--- src/rtl/majority_insert_sched.sv ---
// Round-robin front end plus encode engine: counts a word's bits, inserts the majority bit at INS_POS.
// Build option MAJ_SCHED_FAST_EN: combinational popcount on the accept edge instead of the serial COUNT state.
module majority_insert_sched #(
  parameter int DATA_W  = 7,
  parameter int INS_POS = 3
) (
  input  logic              clk,
  input  logic              rst_n,
  input  logic              req0_valid_i,
  input  logic [DATA_W-1:0] req0_data_i,
  input  logic              req0_mode_i,
  output logic              req0_ready_o,
  input  logic              req1_valid_i,
  input  logic [DATA_W-1:0] req1_data_i,
  input  logic              req1_mode_i,
  output logic              req1_ready_o,
  output logic              out_valid_o,
  output logic [DATA_W:0]   out_data_o,
  output logic              out_src_o,
  input  logic              out_ready_i,
  output logic              busy_o
);

  localparam int OW = DATA_W + 1;
  localparam int CW = $clog2(DATA_W + 1);
  localparam logic [OW-1:0] LOW_MASK = OW'((1 << INS_POS) - 1);

  typedef enum logic [1:0] {
    ST_IDLE  = 2'd0,
    ST_COUNT = 2'd1,
    ST_DONE  = 2'd2
  } state_e;

  function automatic logic [OW-1:0] insert_bit(input logic [DATA_W-1:0] word, input logic maj);
    logic [OW-1:0] ext;
    ext = {1'b0, word};
    return (ext & LOW_MASK) | ((ext & ~LOW_MASK) << 1'b1) | (OW'(maj) << INS_POS);
  endfunction

  // A tie never selects 1, whichever rule is active.
  function automatic logic majority(input logic [CW-1:0] ones, input logic [CW-1:0] zeros,
                                    input logic mode);
    logic res;
    if (mode) begin
      res = (ones > zeros);
    end else begin
      res = (zeros > ones);
    end
    return res;
  endfunction

`ifdef MAJ_SCHED_FAST_EN
  function automatic logic [CW-1:0] count_ones(input logic [DATA_W-1:0] word);
    logic [CW-1:0] cnt;
    cnt = {CW{1'b0}};
    for (int i = 0; i < DATA_W; i++) begin
      cnt = cnt + CW'(word[i]);
    end
    return cnt;
  endfunction
`endif

  state_e        state_q, state_d;
  logic          last_grant_q, last_grant_d;
  logic          out_valid_q, out_valid_d;
  logic [OW-1:0] out_data_q, out_data_d;
  logic          out_src_q, out_src_d;

`ifdef MAJ_SCHED_FAST_EN
  logic [CW-1:0] acc_ones_s;
`else
  localparam int IW = (DATA_W > 1) ? $clog2(DATA_W) : 1;
  logic [DATA_W-1:0] data_q, data_d;
  logic              mode_q, mode_d;
  logic [IW-1:0]     idx_q, idx_d;
  logic [CW-1:0]     zeros_q, zeros_d;
  logic [CW-1:0]     ones_q, ones_d;
  logic              cur_bit_s;
  logic              cur_zero_s;
  logic [CW-1:0]     zeros_inc_s;
  logic [CW-1:0]     ones_inc_s;
`endif

  logic              grant0_s;
  logic              grant1_s;
  logic              accept_s;
  logic [DATA_W-1:0] acc_data_s;
  logic              acc_mode_s;

  // Arbitration: only in IDLE; on contention the requester that did not win last time goes first.
  always_comb begin
    grant0_s = 1'b0;
    grant1_s = 1'b0;
    if (state_q == ST_IDLE) begin
      if (req0_valid_i && req1_valid_i) begin
        grant0_s = last_grant_q;
        grant1_s = ~last_grant_q;
      end else begin
        grant0_s = req0_valid_i;
        grant1_s = req1_valid_i;
      end
    end else begin
      grant0_s = 1'b0;
      grant1_s = 1'b0;
    end
  end

  assign accept_s     = grant0_s | grant1_s;
  assign acc_data_s   = grant1_s ? req1_data_i : req0_data_i;
  assign acc_mode_s   = grant1_s ? req1_mode_i : req0_mode_i;
  assign req0_ready_o = rst_n & grant0_s;
  assign req1_ready_o = rst_n & grant1_s;

  // Next-state and datapath update for the IDLE -> (COUNT) -> DONE sequence.
  always_comb begin
    state_d      = state_q;
    last_grant_d = last_grant_q;
    out_valid_d  = out_valid_q;
    out_data_d   = out_data_q;
    out_src_d    = out_src_q;
`ifdef MAJ_SCHED_FAST_EN
    acc_ones_s   = count_ones(acc_data_s);
`else
    data_d       = data_q;
    mode_d       = mode_q;
    idx_d        = idx_q;
    zeros_d      = zeros_q;
    ones_d       = ones_q;
    cur_bit_s    = data_q[idx_q];
    cur_zero_s   = ~cur_bit_s;
    zeros_inc_s  = zeros_q + CW'(cur_zero_s);
    ones_inc_s   = ones_q + CW'(cur_bit_s);
`endif
    case (state_q)
      ST_IDLE: begin
        if (accept_s) begin
          last_grant_d = grant1_s;
          out_src_d    = grant1_s;
`ifdef MAJ_SCHED_FAST_EN
          out_data_d   = insert_bit(acc_data_s,
                                    majority(acc_ones_s, CW'(DATA_W) - acc_ones_s, acc_mode_s));
          state_d      = ST_DONE;
`else
          data_d       = acc_data_s;
          mode_d       = acc_mode_s;
          idx_d        = {IW{1'b0}};
          zeros_d      = {CW{1'b0}};
          ones_d       = {CW{1'b0}};
          state_d      = ST_COUNT;
`endif
        end else begin
          state_d = ST_IDLE;
        end
      end
      ST_COUNT: begin
`ifdef MAJ_SCHED_FAST_EN
        state_d = ST_IDLE;
`else
        idx_d   = idx_q + IW'(1);
        zeros_d = zeros_inc_s;
        ones_d  = ones_inc_s;
        // The counts used here already include the final bit.
        if (idx_q == IW'(DATA_W - 1)) begin
          out_data_d  = insert_bit(data_q, majority(ones_inc_s, zeros_inc_s, mode_q));
          out_valid_d = 1'b1;
          state_d     = ST_DONE;
        end else begin
          state_d = ST_COUNT;
        end
`endif
      end
      ST_DONE: begin
        if (!out_valid_q) begin
          out_valid_d = 1'b1;
          state_d     = ST_DONE;
        end else if (out_ready_i) begin
          out_valid_d = 1'b0;
          state_d     = ST_IDLE;
        end else begin
          state_d = ST_DONE;
        end
      end
      default: begin
        out_valid_d = 1'b0;
        state_d     = ST_IDLE;
      end
    endcase
  end

  // State and datapath registers; reset drops any in-flight word.
  always_ff @(posedge clk or negedge rst_n) begin
    if (!rst_n) begin
      state_q      <= ST_IDLE;
      last_grant_q <= 1'b1;
      out_valid_q  <= 1'b0;
      out_data_q   <= {OW{1'b0}};
      out_src_q    <= 1'b0;
`ifndef MAJ_SCHED_FAST_EN
      data_q       <= {DATA_W{1'b0}};
      mode_q       <= 1'b0;
      idx_q        <= {IW{1'b0}};
      zeros_q      <= {CW{1'b0}};
      ones_q       <= {CW{1'b0}};
`endif
    end else begin
      state_q      <= state_d;
      last_grant_q <= last_grant_d;
      out_valid_q  <= out_valid_d;
      out_data_q   <= out_data_d;
      out_src_q    <= out_src_d;
`ifndef MAJ_SCHED_FAST_EN
      data_q       <= data_d;
      mode_q       <= mode_d;
      idx_q        <= idx_d;
      zeros_q      <= zeros_d;
      ones_q       <= ones_d;
`endif
    end
  end

  assign out_valid_o = out_valid_q;
  assign out_data_o  = out_data_q;
  assign out_src_o   = out_src_q;
  assign busy_o      = (state_q != ST_IDLE);

endmodule

--- config.mk ---
export PLATFORM = sky130hd
export DESIGN_NAME = majority_insert_sched
export DESIGN_NICKNAME = d
export VERILOG_FILES = /design/src/rtl/majority_insert_sched.sv
export SDC_FILE = /design/constraint.sdc
export NUM_CORES = 1
export LEC_CHECK = 0
export CORE_MARGIN = 2
export CORE_UTILIZATION = 55
export DETAILED_ROUTE_END_ITERATION = 10
export PLACE_DENSITY_LB_ADDON = 0.12
export SYNTH_ARGS = -nofsm -noshare
export SYNTH_HDL_FRONTEND = slang
export SYNTH_SLANG_ARGS = --single-unit
--- constraint.sdc ---
create_clock -name clk -period 7.3 [get_ports clk]
set_input_delay 1.46 -clock clk [delete_from_list [all_inputs] [get_ports clk]]
set_output_delay 1.46 -clock clk [all_outputs]
set_load 0.02 [all_outputs]
# == After elaboration in Yosys (flattened, before gate mapping) ==
# Index checks and enable logic that the tools add are counted.
# op_classes
reduce_logical,8
shifts,0
mul,0
addsub,3
n_eq_ne,5
order_cmp,3
mux,24
div_mod_pow,0
bitwise,8
# op_table
op,n
$pmux W3 S2,3
$mux W1,13
$or A3 B8 Y8,1
$or A8 B4 Y8,1
$reduce_and A2 Y1,4
$mux W7,1
$add A3 B1 Y3,2
$gt A3 B3 Y1,2
$mux W2,3
$pmux W2 S3,1
$lt A3 B4 Y1 const B,1
$ne A2 B2 Y1 const B,2
$reduce_bool A2 Y1,2
$add A3 B1 Y3 const B,1
$bmux W1 S3,1
$eq A3 B3 Y1 const B,1
$mux W3,1
$not A1 Y1,3
$pmux W1 S3,1
$and A1 B1 Y1,2
$eq A2 B1 Y1 const B,1
$eq A2 B2 Y1 const B,1
$logic_not A2 Y1,1
$logic_and A1 B1 Y1,1
$or A1 B1 Y1,1
# totals
ff_bits,30
mem_bits_rw,0
mem_count,0
mem_bits_ro,0
latch_bits,0

# == Logic depth before layout (Yosys ltp) ==
# Gate-level depths: netlist of the first run.
# logic_depth
depth_word,9
depth_mapped,11
mapped_depth_nobuf,10

# == Least setup slack after synthesis of the first run ==
# No wires, ideal clock.
# synth_path
kind,input -> output
startpoint,in req1_valid_i
endpoint,out req1_ready_o
path_buffers,1
arrival_time_ns,2.104
setup_slack_ns,3.736
cell_stages,4
path_cell_list,buf_2 > nand2_2 > nor2_1 > and2_1
# synth_between
elab_chain_cells,4
# synth_lines
item,line,rtl
start: declaration,13,"input logic req1_valid_i,"
$logic_and A1 B1 Y1,95,if (req0_valid_i && req1_valid_i) begin
$mux W1 (*),95,
$mux W1 (*),94,if (state_q == ST_IDLE) begin
$and A1 B1 Y1 (*),112,assign req1_ready_o = rst_n & grant1_s;
end: declaration,16,"output logic req1_ready_o,"
# Mark *: on every way between the ends. The rest lies on a longest branch, timed or not.

# == Worst setup path after layout of the first run ==
# Ends and elaborated chain as after synthesis.

==> run_summary.xml, run 1 <==
<?xml version="1.0" encoding="UTF-8"?>
<metrics>
  <group name="run_status">
    <metric name="run_status" unit="">completed</metric>
  </group>
  <group name="grt">
    <metric name="initial_antenna_violation_count" unit="">0</metric>
    <metric name="grt_usage" unit="%">22.5</metric>
    <metric name="first_global_vias" unit="">1343</metric>
    <metric name="first_pass_grt_wire_length" unit="µm">6000</metric>
    <metric name="largest_net_degree_at_the_start_of_global_routing" unit="">33</metric>
    <metric name="grt-ovfl-total" unit="">0</metric>
  </group>
  <group name="synth">
    <metric name="yosys_warnings" unit="">0</metric>
    <metric name="postSynthNetCount" unit="">198</metric>
    <metric name="ys_seq_elements" unit="">30</metric>
    <metric name="async_flop_share" unit="%">100</metric>
    <metric name="synth.yosys.seq_area_share" unit="%">43.0</metric>
    <metric name="synth.avg_cell_area" unit="µm²">10.7</metric>
    <metric name="post_synth_inst_count" unit="">164</metric>
    <metric name="synth_enable_flop_cells" unit="">0</metric>
    <metric name="netlist-cell-type-count" unit="">42</metric>
    <metric name="yosys_most_used_dff" unit="">dfrtp_1</metric>
    <metric name="netlist_area" unit="mm²">0.00175</metric>
  </group>
  <group name="timing">
    <metric name="final-hold-violation-count" unit="">0</metric>
    <metric name="fin_hold_ws" unit="ns">0.490</metric>
    <metric name="relative_slew_slack" unit="%">53.1</metric>
    <metric name="finalCriticalPeriod" unit="ns">4.81</metric>
    <metric name="setup_repair_after_global_routing_missed_its_margin" unit="">no</metric>
    <metric name="finalMaxSlewViolations" unit="">0</metric>
    <metric name="timing_worst_slew_pin_value" unit="ns">0.704</metric>
    <metric name="clock-skew-final" unit="ns">0.0150</metric>
    <metric name="final.period_utilization" unit="%">65.8</metric>
    <metric name="fin_setup_tns" unit="ns">0</metric>
    <metric name="max_clock_freq" unit="MHz">208</metric>
    <metric name="post-route-worst-setup-slack" unit="ns">2.49</metric>
    <metric name="setup_viol" unit="">0</metric>
  </group>
  <group name="power">
    <metric name="power.static_leakage" unit="µW">0.000905</metric>
    <metric name="ir_worst_vdd" unit="µV">245</metric>
    <metric name="sequential_power_share" unit="%">32.2</metric>
    <metric name="sw_frac_of_total" unit="%">43.2</metric>
    <metric name="clockPowerShare" unit="%">9.5</metric>
    <metric name="p_int" unit="µW">547</metric>
    <metric name="total_power_density_per_cell_area" unit="mW/mm²">454</metric>
    <metric name="combinationalPowerShare" unit="%">58.3</metric>
    <metric name="net-switching-power" unit="µW">416</metric>
  </group>
  <group name="route">
    <metric name="postRouteWirelength" unit="µm">3470</metric>
    <metric name="drt-initial-drc-count" unit="">42</metric>
    <metric name="detailed_routing_iteration_count_for_the_pre_antenna_repair_pass" unit="">4</metric>
    <metric name="route.antenna.remaining_nets" unit="">0</metric>
    <metric name="wire_per_inst" unit="µm">14.4</metric>
    <metric name="drc_errors" unit="">0</metric>
    <metric name="drt-vias-per-instance" unit="">5.66</metric>
    <metric name="num_vias" unit="">1363</metric>
  </group>
  <group name="layout">
    <metric name="final_layout_net_count" unit="">230</metric>
    <metric name="area_growth_syn_to_layout" unit="%">21.3</metric>
    <metric name="layout_utilization" unit="%">70.1</metric>
    <metric name="final_area" unit="mm²">0.00212</metric>
    <metric name="filler_cell_count" unit="">223</metric>
    <metric name="n_antenna_cell" unit="">0</metric>
    <metric name="final_layout_size_suffix_gt1_share" unit="%">9.64</metric>
  </group>
  <group name="critical_path">
    <metric name="worst-endpoint-arrival" unit="ns">3.35</metric>
    <metric name="crit_fanout" unit="">12</metric>
    <metric name="timing.critical_path.cells" unit="">clkdlybuf4s50_1 &gt; nand2_2 &gt; nor2_1 &gt; and2_1 &gt; clkdlybuf4s50_1</metric>
    <metric name="worst_path_max_delay_cell" unit="">clkdlybuf4s50_1</metric>
    <metric name="setup.worst_path.start_class" unit="">input pin</metric>
    <metric name="r2r-start" unit="">idx_q[0]</metric>
    <metric name="end_of_the_critical_path" unit="">req1_ready_o</metric>
    <metric name="timing.critical_path.from" unit="">req1_valid_i</metric>
    <metric name="setup.worst_path.class" unit="">in -&gt; out</metric>
    <metric name="crit-reg2reg-capture" unit="">out_data_o[3]</metric>
    <metric name="max_stage_delay" unit="ns">0.74</metric>
    <metric name="required" unit="ns">5.84</metric>
    <metric name="cp-end-kind" unit="">output pin</metric>
    <metric name="reg2regPathDepth" unit="">9</metric>
    <metric name="crit_path_frequent_cell" unit="">clkdlybuf4s50_1</metric>
    <metric name="timing.reg2reg.setup_slack" unit="ns">4.57</metric>
  </group>
  <group name="placed_design">
    <metric name="post-place-ws" unit="ns">2.50</metric>
    <metric name="routabilityCongestion" unit="">0.846</metric>
    <metric name="post-dp-hpwl" unit="µm">2640</metric>
    <metric name="placed_area" unit="mm²">0.00207</metric>
    <metric name="io_buffers" unit="">33</metric>
  </group>
  <group name="clock_network">
    <metric name="clock_tree_buf_depth" unit="">2</metric>
    <metric name="cts.reportedPaths.clkPinSlew" unit="ns">0.08</metric>
    <metric name="cts_inserted_buffers" unit="">5</metric>
    <metric name="tritoncts_clock_tree" unit="">built</metric>
    <metric name="resized_after_cts" unit="">0</metric>
    <metric name="ctsHoldBuffers" unit="">0</metric>
    <metric name="numClockSinks" unit="">30</metric>
    <metric name="clock_insertion_delay_worst_skew" unit="ns">0.32</metric>
    <metric name="post_cts.repair.setup_buffers" unit="">0</metric>
    <metric name="ctsRootBufferMaster" unit="">clkbuf_4</metric>
    <metric name="h-tree-depth" unit="">2</metric>
  </group>
  <group name="floorplanning">
    <metric name="core-area" unit="mm²">0.00303</metric>
    <metric name="die_height" unit="µm">60.4</metric>
    <metric name="core.rowCount" unit="">20</metric>
    <metric name="fp.dieArea" unit="mm²">0.00365</metric>
    <metric name="die_width" unit="µm">60.4</metric>
    <metric name="floorplan.initialDensity" unit="%">57.8</metric>
    <metric name="io_pins" unit="">34</metric>
  </group>
  <group name="job">
    <metric name="maxCapViolCount" unit="">0</metric>
  </group>
  <group name="min_path">
    <metric name="min_delay_worst_type" unit="">reg -&gt; reg</metric>
  </group>
</metrics>
==> Yosys cell counts, types with 2 or more instances <==
cell type	n	area, µm²
mux2_1	7	78.8
a21oi_1	6	30.0
a21o_1	2	15.0
o21ai_0	9	45.0
buf_6	3	33.8
ha_1	13	163
mux2i_1	2	20.0
buf_4	2	15.0
and2_1	2	12.5
inv_1	14	52.6
o211ai_1	4	30.0
mux2_4	2	30.0
a31oi_1	8	50.1
dfrtp_1	29	726
o211ai_2	2	25.0
nor2_1	12	45.0
nand2_1	4	15.0
o21ai_1	9	45.0
o2111ai_1	8	70.1
buf_2	4	20.0
==> sequential cells by signal, summed over array words and instances, names as in the netlist <==
name          flops
data_q            7
idx_q             3
last_grant_q      1
mode_q            1
ones_q            3
out_data_o        8
out_src_o         1
out_valid_o       1
state_q           2
zeros_q           3
==> cell families (layout without fill, tap and decap cells) <==
group,Yosys count,in the layout,synth area share (%)
and+or+nand+nor,25,25,7.58
adders and majority gates,13,13,9.30
DFF,30,30,43.0
buffers and inverters,24,57,7.15
muxes,12,12,8.66
AOI/OAI and AO/OA,58,58,23.3
xor gates and xnor gates,2,2,1.00
==> layer usage <==
metal  GRT usage, %  part of all wire [%]
met1           30.4                    46
met3           4.90                   5.3
met5              0                     0
met2           35.2                    47
met4           9.52                   1.4
==> layout by cell type (no fill, tap or decap), types with 2 or more instances in the layout <==
cell             Yosys  final
mux2i_1              2      2
o2111ai_1            8      8
o211ai_1             4      4
clkdlybuf4s50_1      0     33
clkbuf_1             0      3
o21ai_0              9      9
clkbuf_4             0      5
mux2_1               7      7
nor2_1              12     12
and2_1               2      2
o21ai_1              9      9
a21oi_1              6      6
a31oi_1              8      8
ha_1                13     13
inv_1               14     14
mux2_4               2      2
nand2_1              4      4
a21o_1               2      2
o211ai_2             2      2
dfrtp_1             29     29
==> worst min path at each step <==
stage / startpoint / end / slack (ns) / cells past startpoint
6_report: out_src_o / out_src_o / 0.49 / 1
5_1_grt: out_data_o[1] / out_data_o[1] / 0.51 / 1
4_1_cts: out_data_o[1] / out_data_o[1] / 0.50 / 1
3_5_place_dp: out_src_o / out_src_o / 0.48 / 1
3_3_place_gp: out_data_o[5] / out_data_o[5] / 0.47 / 1
2_1_floorplan: data_q[4] / out_data_o[5] / 0.48 / 1
==> critical path: cells and delay by family <==
kind | cells | cell delay (ns)
buffers and inverters | 2 | 1.34
AND/OR/NAND/NOR | 3 | 0.55
==> power groups by stage <==
stage / combinational [µW] / sequential (µW) / clock (µW)
2_1_floorplan: 400 / 329 / 0
6_report: 562 / 310 / 91.9
5_1_grt: 635 / 324 / 99.9
4_1_cts: 567 / 312 / 95.2
3_5_place_dp: 566 / 315 / 0
3_3_place_gp: 545 / 311 / 0
==> final cells by class <==
cell class	instances	area [µm²]	area share, %
Clock buffer	8	48.8	2.30
Multi-Input combinational cell	110	872	41.1
Sequential cell	30	752	35.4
Timing Repair Buffer	34	338	15.9
Tap cell	44	55.1	2.59
Inverter	15	56.3	2.65
==> metrics by stage <==
| step | power (µW) | cells |
|---|---|---|
| detailed placement | 881 | 233 |
| global route | 1060 | 241 |
| floorplan | 729 | 164 |
| CTS | 974 | 241 |
| global placement | 855 | 233 |
| finish | 964 | 241 |
Power figures use the tool's default switching activity.
==> run 2: changes to the inputs <==
CORE_UTILIZATION = 51   (was 55)
clock period = 4.6 ns   (was 7.3 ns; I/O delays follow)
==> run 2 against run 1 <==
Net effect: register-to-register slack got worse by 2.7 ns; count of clock-buffer cells in the layout down 1; non-clock buffer count grew 1; utilization down 5.3 points; highest routed layer unchanged.
==> run_summary.xml, run 2 (same netlist as run 1, synthesis figures left out) <==
<?xml version="1.0" encoding="UTF-8"?>
<metrics>
  <group name="run_status">
    <metric name="run_status" unit="">completed</metric>
  </group>
  <group name="critical_path">
    <metric name="worst-endpoint-arrival" unit="ns">2.80</metric>
    <metric name="cp-end-kind" unit="">output pin</metric>
    <metric name="worst_path_max_delay_cell" unit="">clkdlybuf4s50_1</metric>
    <metric name="setup.worst_path.start_class" unit="">input pin</metric>
    <metric name="crit_fanout" unit="">12</metric>
    <metric name="timing.critical_path.cells" unit="">clkdlybuf4s50_1 &gt; nand2_2 &gt; nor2_1 &gt; and2_1 &gt; clkdlybuf4s50_1</metric>
    <metric name="required" unit="ns">3.68</metric>
    <metric name="timing.reg2reg.setup_slack" unit="ns">1.85</metric>
    <metric name="max_stage_delay" unit="ns">0.77</metric>
    <metric name="setup.worst_path.class" unit="">in -&gt; out</metric>
    <metric name="crit_path_frequent_cell" unit="">clkdlybuf4s50_1</metric>
  </group>
  <group name="route">
    <metric name="num_vias" unit="">1414</metric>
    <metric name="drt-initial-drc-count" unit="">43</metric>
    <metric name="detailed_routing_iteration_count_for_the_pre_antenna_repair_pass" unit="">4</metric>
    <metric name="postRouteWirelength" unit="µm">3860</metric>
    <metric name="drt-vias-per-instance" unit="">5.80</metric>
    <metric name="drc_errors" unit="">0</metric>
    <metric name="wire_per_inst" unit="µm">15.8</metric>
    <metric name="route.antenna.remaining_nets" unit="">0</metric>
  </group>
  <group name="layout">
    <metric name="final_layout_net_count" unit="">231</metric>
    <metric name="mostFrequentLayoutCell" unit="">clkdlybuf4s50_1</metric>
    <metric name="final_area" unit="mm²">0.00214</metric>
    <metric name="multi_input_gate_area_in_the_final_layout" unit="µm²">872</metric>
    <metric name="largest_register_ff_count" unit="">8</metric>
    <metric name="instances_no_fill" unit="">244</metric>
    <metric name="layout.area.seq" unit="µm²">752</metric>
    <metric name="area_growth_syn_to_layout" unit="%">22.5</metric>
    <metric name="layout_common_cells" unit="">clkdlybuf4s50_1 (33), dfrtp_1 (29), inv_1 (14), ha_1 (13), nor2_1 (12)</metric>
    <metric name="n_antenna_cell" unit="">0</metric>
    <metric name="filler_cell_count" unit="">299</metric>
    <metric name="final_layout_size_suffix_gt1_share" unit="%">11.1</metric>
    <metric name="layout_utilization" unit="%">64.7</metric>
  </group>
  <group name="clock_network">
    <metric name="ctsRootBufferMaster" unit="">clkbuf_4</metric>
    <metric name="resized_after_cts" unit="">0</metric>
    <metric name="cts.reportedPaths.clkPinSlew" unit="ns">0.09</metric>
    <metric name="clock_insertion_delay_worst_skew" unit="ns">0.34</metric>
    <metric name="post_cts.repair.setup_buffers" unit="">0</metric>
    <metric name="tritoncts_clock_tree" unit="">built</metric>
    <metric name="h-tree-depth" unit="">2</metric>
    <metric name="cts_inserted_buffers" unit="">5</metric>
    <metric name="ctsHoldBuffers" unit="">0</metric>
    <metric name="clock_tree_buf_depth" unit="">2</metric>
    <metric name="numClockSinks" unit="">30</metric>
  </group>
  <group name="floorplanning">
    <metric name="die_height" unit="µm">62.6</metric>
    <metric name="fp.dieArea" unit="mm²">0.00391</metric>
    <metric name="core.rowCount" unit="">21</metric>
    <metric name="floorplan.initialDensity" unit="%">52.8</metric>
    <metric name="io_pins" unit="">34</metric>
    <metric name="die_width" unit="µm">62.6</metric>
    <metric name="core-area" unit="mm²">0.00331</metric>
  </group>
  <group name="placed_design">
    <metric name="placed_cells_incl_taps" unit="">236</metric>
    <metric name="io_buffers" unit="">33</metric>
    <metric name="routabilityCongestion" unit="">0.851</metric>
    <metric name="placed_area" unit="mm²">0.00208</metric>
    <metric name="post-dp-hpwl" unit="µm">2910</metric>
  </group>
  <group name="timing">
    <metric name="fin_setup_tns" unit="ns">0</metric>
    <metric name="setup_repair_after_global_routing_missed_its_margin" unit="">no</metric>
    <metric name="finalCriticalPeriod" unit="ns">3.72</metric>
    <metric name="fin_hold_ws" unit="ns">0.496</metric>
    <metric name="finalMaxSlewViolations" unit="">0</metric>
    <metric name="max_clock_freq" unit="MHz">269</metric>
    <metric name="final-hold-violation-count" unit="">0</metric>
    <metric name="final.period_utilization" unit="%">80.9</metric>
    <metric name="setup_viol" unit="">0</metric>
    <metric name="relative_slew_slack" unit="%">65.2</metric>
    <metric name="clock-skew-final" unit="ns">0.00626</metric>
    <metric name="timing_worst_slew_pin_value" unit="ns">0.522</metric>
  </group>
  <group name="power">
    <metric name="power.static_leakage" unit="µW">0.000919</metric>
    <metric name="ir_worst_vdd" unit="µV">379</metric>
    <metric name="total_power_density_per_cell_area" unit="mW/mm²">733</metric>
  </group>
  <group name="grt">
    <metric name="grt-ovfl-total" unit="">0</metric>
    <metric name="first_global_vias" unit="">1449</metric>
    <metric name="grt_usage" unit="%">22.7</metric>
    <metric name="largest_net_degree_at_the_start_of_global_routing" unit="">31</metric>
    <metric name="initial_antenna_violation_count" unit="">0</metric>
    <metric name="first_pass_grt_wire_length" unit="µm">6850</metric>
  </group>
  <group name="min_path">
    <metric name="min_delay_worst_type" unit="">reg -&gt; reg</metric>
  </group>
  <group name="job">
    <metric name="maxCapViolCount" unit="">0</metric>
  </group>
</metrics>
-- run 2: path summary, 6_finish.rpt --
kind / startpoint / end / cells past startpoint
max in group asynchronous: rst_n / last_grant_q / 2
hold / removal: out_src_o / out_src_o / 1
setup reg to reg: idx_q[0] / out_data_o[3] / 9
setup / recovery: req1_valid_i / req1_ready_o / 5
min in group asynchronous: rst_n / out_valid_o / 2
hold reg to reg: out_src_o / out_src_o / 1
-- run 2: critical path: cells and delay by family --
| kind | cells | cell delay (ns) |
|---|---|---|
| simple gates | 3 | 0.51 |
| buf+inv | 2 | 1.37 |
-- run 2: stage by stage --
| step | setup slack, ns | power [µW] |
|---|---|---|
| global placement | 0.956 | 1370 |
| CTS | 0.895 | 1580 |
| floorplan | 2.12 | 1160 |
| global route | 0.774 | 1710 |
| detailed placement | 0.912 | 1410 |
| finish | 0.879 | 1570 |
-- run 2: layer usage --
| metal | track usage [%] | vias up | wire length (µm) |
|---|---|---|---|
| li1 | - | 670 | - |
| met1 | 29.1 | 694 | 1690 |
| met2 | 37.0 | 40 | 1880 |
| met3 | 5.77 | 10 | 213 |
| met4 | 8.61 | 0 | 76 |
| met5 | 0 | - | 0 |
-- run 2: final cells by class --
cell class | instances | share of cell area, %
clock buffers | 7 | 2.57
clock inverters | 1 | 0.234
inverters | 15 | 2.63
multi-input cells | 110 | 40.7
flip-flops and latches | 30 | 35.1
well taps | 46 | 2.69
repair buffers | 35 | 16.1
-- run 2: where the power goes --
group / internal [µW] / switching, µW / total (µW) / leakage, µW
clock network: 73.9 / 94.7 / 169 / 0.0000353
registers: 396 / 99.5 / 496 / 0.000358
logic: 416 / 490 / 906 / 0.000526
==> run 3: changes to the inputs <==
clock period = 3.7 ns   (was 4.6 ns; I/O delays follow)
==> run 3 against run 2 <==
Net effect: total power is 24% higher; clock skew rose by 0.0035 ns; routed wire length is 1.5% lower; cell count up 0.41%; non-clock buffer count rose by 1; combinational power rose by 25%; utilization is 0.23 points higher; clock power is 24% higher; sequential share of layout area fell by 0.12 points; first-iteration DRC count fell by 30%; sequential power up 24%; sequential cell count unchanged; critical path type unchanged; critical endpoint unchanged; largest cell class unchanged; largest power group unchanged.
==> run_summary.xml, run 3 (same netlist as run 1, synthesis figures left out) <==
<?xml version="1.0" encoding="UTF-8"?>
<metrics>
  <group name="critical_path">
    <metric name="worst-endpoint-arrival" unit="ns">2.43</metric>
    <metric name="r2r-start" unit="">idx_q[0]</metric>
    <metric name="timing.critical_path.from" unit="">req0_valid_i</metric>
    <metric name="crit-reg2reg-capture" unit="">out_data_o[3]</metric>
    <metric name="timing.reg2reg.setup_slack" unit="ns">1.01</metric>
    <metric name="setup.worst_path.start_class" unit="">input pin</metric>
    <metric name="reg2regPathDepth" unit="">9</metric>
    <metric name="required" unit="ns">2.96</metric>
    <metric name="crit_fanout" unit="">10</metric>
    <metric name="setup.worst_path.class" unit="">in -&gt; out</metric>
    <metric name="cp-end-kind" unit="">output pin</metric>
  </group>
  <group name="layout">
    <metric name="layout_common_cells" unit="">clkdlybuf4s50_1 (33), dfrtp_1 (29), inv_1 (14), ha_1 (13), nor2_1 (12)</metric>
    <metric name="final_layout_size_suffix_gt1_share" unit="%">11.6</metric>
    <metric name="final_layout_net_count" unit="">232</metric>
    <metric name="filler_cell_count" unit="">291</metric>
    <metric name="area_growth_syn_to_layout" unit="%">23.0</metric>
    <metric name="layout_utilization" unit="%">65.0</metric>
    <metric name="largest_register_ff_count" unit="">8</metric>
    <metric name="final_area" unit="mm²">0.00215</metric>
    <metric name="n_antenna_cell" unit="">0</metric>
    <metric name="mostFrequentLayoutCell" unit="">clkdlybuf4s50_1</metric>
  </group>
  <group name="power">
    <metric name="p_int" unit="µW">1110</metric>
    <metric name="finalPower" unit="µW">1950</metric>
    <metric name="net-switching-power" unit="µW">846</metric>
    <metric name="power.static_leakage" unit="µW">0.000924</metric>
    <metric name="clockPowerShare" unit="%">10.7</metric>
    <metric name="combinationalPowerShare" unit="%">57.7</metric>
    <metric name="sequential_power_share" unit="%">31.6</metric>
    <metric name="ir_worst_vdd" unit="µV">512</metric>
    <metric name="sw_frac_of_total" unit="%">43.3</metric>
    <metric name="total_power_density_per_cell_area" unit="mW/mm²">907</metric>
  </group>
  <group name="clock_network">
    <metric name="numClockSinks" unit="">30</metric>
    <metric name="ctsRootBufferMaster" unit="">clkbuf_4</metric>
    <metric name="cts.reportedPaths.clkPinSlew" unit="ns">0.09</metric>
    <metric name="clock_insertion_delay_worst_skew" unit="ns">0.34</metric>
    <metric name="cts_inserted_buffers" unit="">5</metric>
    <metric name="tritoncts_clock_tree" unit="">built</metric>
    <metric name="resized_after_cts" unit="">0</metric>
    <metric name="post_cts.repair.setup_buffers" unit="">0</metric>
    <metric name="clock_tree_buf_depth" unit="">2</metric>
    <metric name="h-tree-depth" unit="">2</metric>
    <metric name="ctsHoldBuffers" unit="">0</metric>
  </group>
  <group name="floorplanning">
    <metric name="floorplan.initialDensity" unit="%">52.8</metric>
    <metric name="core-area" unit="mm²">0.00331</metric>
    <metric name="fp.dieArea" unit="mm²">0.00391</metric>
    <metric name="die_width" unit="µm">62.6</metric>
    <metric name="io_pins" unit="">34</metric>
    <metric name="core.rowCount" unit="">21</metric>
    <metric name="die_height" unit="µm">62.6</metric>
  </group>
  <group name="min_path">
    <metric name="worst_hold_path.num_cells" unit="">1</metric>
    <metric name="min_delay_worst_type" unit="">reg -&gt; reg</metric>
    <metric name="worstHoldEndpoint" unit="">out_src_o</metric>
    <metric name="min_from" unit="">out_src_o</metric>
  </group>
  <group name="route">
    <metric name="postRouteWirelength" unit="µm">3800</metric>
    <metric name="route.antenna.remaining_nets" unit="">0</metric>
    <metric name="drt-initial-drc-count" unit="">30</metric>
    <metric name="wire_per_inst" unit="µm">15.5</metric>
    <metric name="num_vias" unit="">1408</metric>
    <metric name="detailed_routing_iteration_count_for_the_pre_antenna_repair_pass" unit="">5</metric>
    <metric name="drt-vias-per-instance" unit="">5.75</metric>
    <metric name="drc_errors" unit="">0</metric>
  </group>
  <group name="grt">
    <metric name="grt_usage" unit="%">22.0</metric>
    <metric name="largest_net_degree_at_the_start_of_global_routing" unit="">31</metric>
    <metric name="first_global_vias" unit="">1396</metric>
    <metric name="initial_antenna_violation_count" unit="">0</metric>
    <metric name="grt-ovfl-total" unit="">0</metric>
    <metric name="first_pass_grt_wire_length" unit="µm">6740</metric>
  </group>
  <group name="timing">
    <metric name="clock-skew-final" unit="ns">0.00979</metric>
    <metric name="setup_repair_after_global_routing_missed_its_margin" unit="">no</metric>
    <metric name="finalMaxSlewViolations" unit="">0</metric>
    <metric name="fin_setup_tns" unit="ns">0</metric>
    <metric name="post-route-worst-setup-slack" unit="ns">0.532</metric>
    <metric name="max_clock_freq" unit="MHz">316</metric>
    <metric name="final-hold-violation-count" unit="">0</metric>
    <metric name="final.period_utilization" unit="%">85.6</metric>
    <metric name="timing_worst_slew_pin_value" unit="ns">0.531</metric>
    <metric name="relative_slew_slack" unit="%">64.6</metric>
    <metric name="finalCriticalPeriod" unit="ns">3.17</metric>
    <metric name="setup_viol" unit="">0</metric>
  </group>
  <group name="placed_design">
    <metric name="post-place-ws" unit="ns">0.531</metric>
    <metric name="routabilityCongestion" unit="">0.803</metric>
    <metric name="io_buffers" unit="">33</metric>
    <metric name="post-dp-hpwl" unit="µm">2800</metric>
    <metric name="placed_area" unit="mm²">0.00209</metric>
  </group>
  <group name="job">
    <metric name="maxCapViolCount" unit="">0</metric>
  </group>
  <group name="run_status">
    <metric name="run_status" unit="">completed</metric>
  </group>
</metrics>
==> run 3: cell count changes in the layout (fill, tap and decap cells not counted), sizes merged <==
cell,before,now
buf,2,3
==> run 3: how the worst max path moves through the flow <==
stage	endpoint	slack, ns
2_1_floorplan	out_data_o[3]	1.23
3_3_place_gp	req1_ready_o	0.59
3_5_place_dp	req1_ready_o	0.53
4_1_cts	req1_ready_o	0.52
5_1_grt	req1_ready_o	0.42
6_report	req1_ready_o	0.53
==> run 3: critical path: stages <==
cell and delay [ns]:
clkdlybuf4s50_1 0.56, and2_1 0.33, nor2_1 0.09, and2_1 0.17, clkdlybuf4s50_1 0.53
==> run 3: power by group through the flow <==
stage | Clock [µW] | Combinational [µW] | Sequential (µW)
2_1_floorplan | 0 | 789 | 650
3_3_place_gp | 0 | 1090 | 615
3_5_place_dp | 0 | 1120 | 625
4_1_cts | 212 | 1130 | 618
5_1_grt | 231 | 1270 | 642
6_report | 209 | 1130 | 617
==> run 3: final cells by class <==
type	instances	area (µm²)	area share (%)
Multi-Input combinational cell	110	872	40.5
Clock buffer	7	55.1	2.56
Timing Repair Buffer	36	353	16.4
Inverter	15	56.3	2.62
Tap cell	46	57.6	2.68
Sequential cell	30	752	35.0
Clock inverter	1	5.00	0.233
==> run 3: layer usage <==
metal / track usage, % / vias to the layer above / wire length, µm
met2: 34.5 / 39 / 1850
met3: 5.23 / 6 / 161
li1: - / 673 / -
met5: 0 / - / 0
met4: 7.50 / 0 / 57
met1: 29.9 / 690 / 1730
==> run 3: per-stage QoR <==
stage | cells | hold WS [ns]
after floorplan | 164 | 0.444
after global placement | 237 | 0.474
after detailed placement | 237 | 0.475
after CTS | 245 | 0.501
after global routing | 245 | 0.520
final | 245 | 0.496
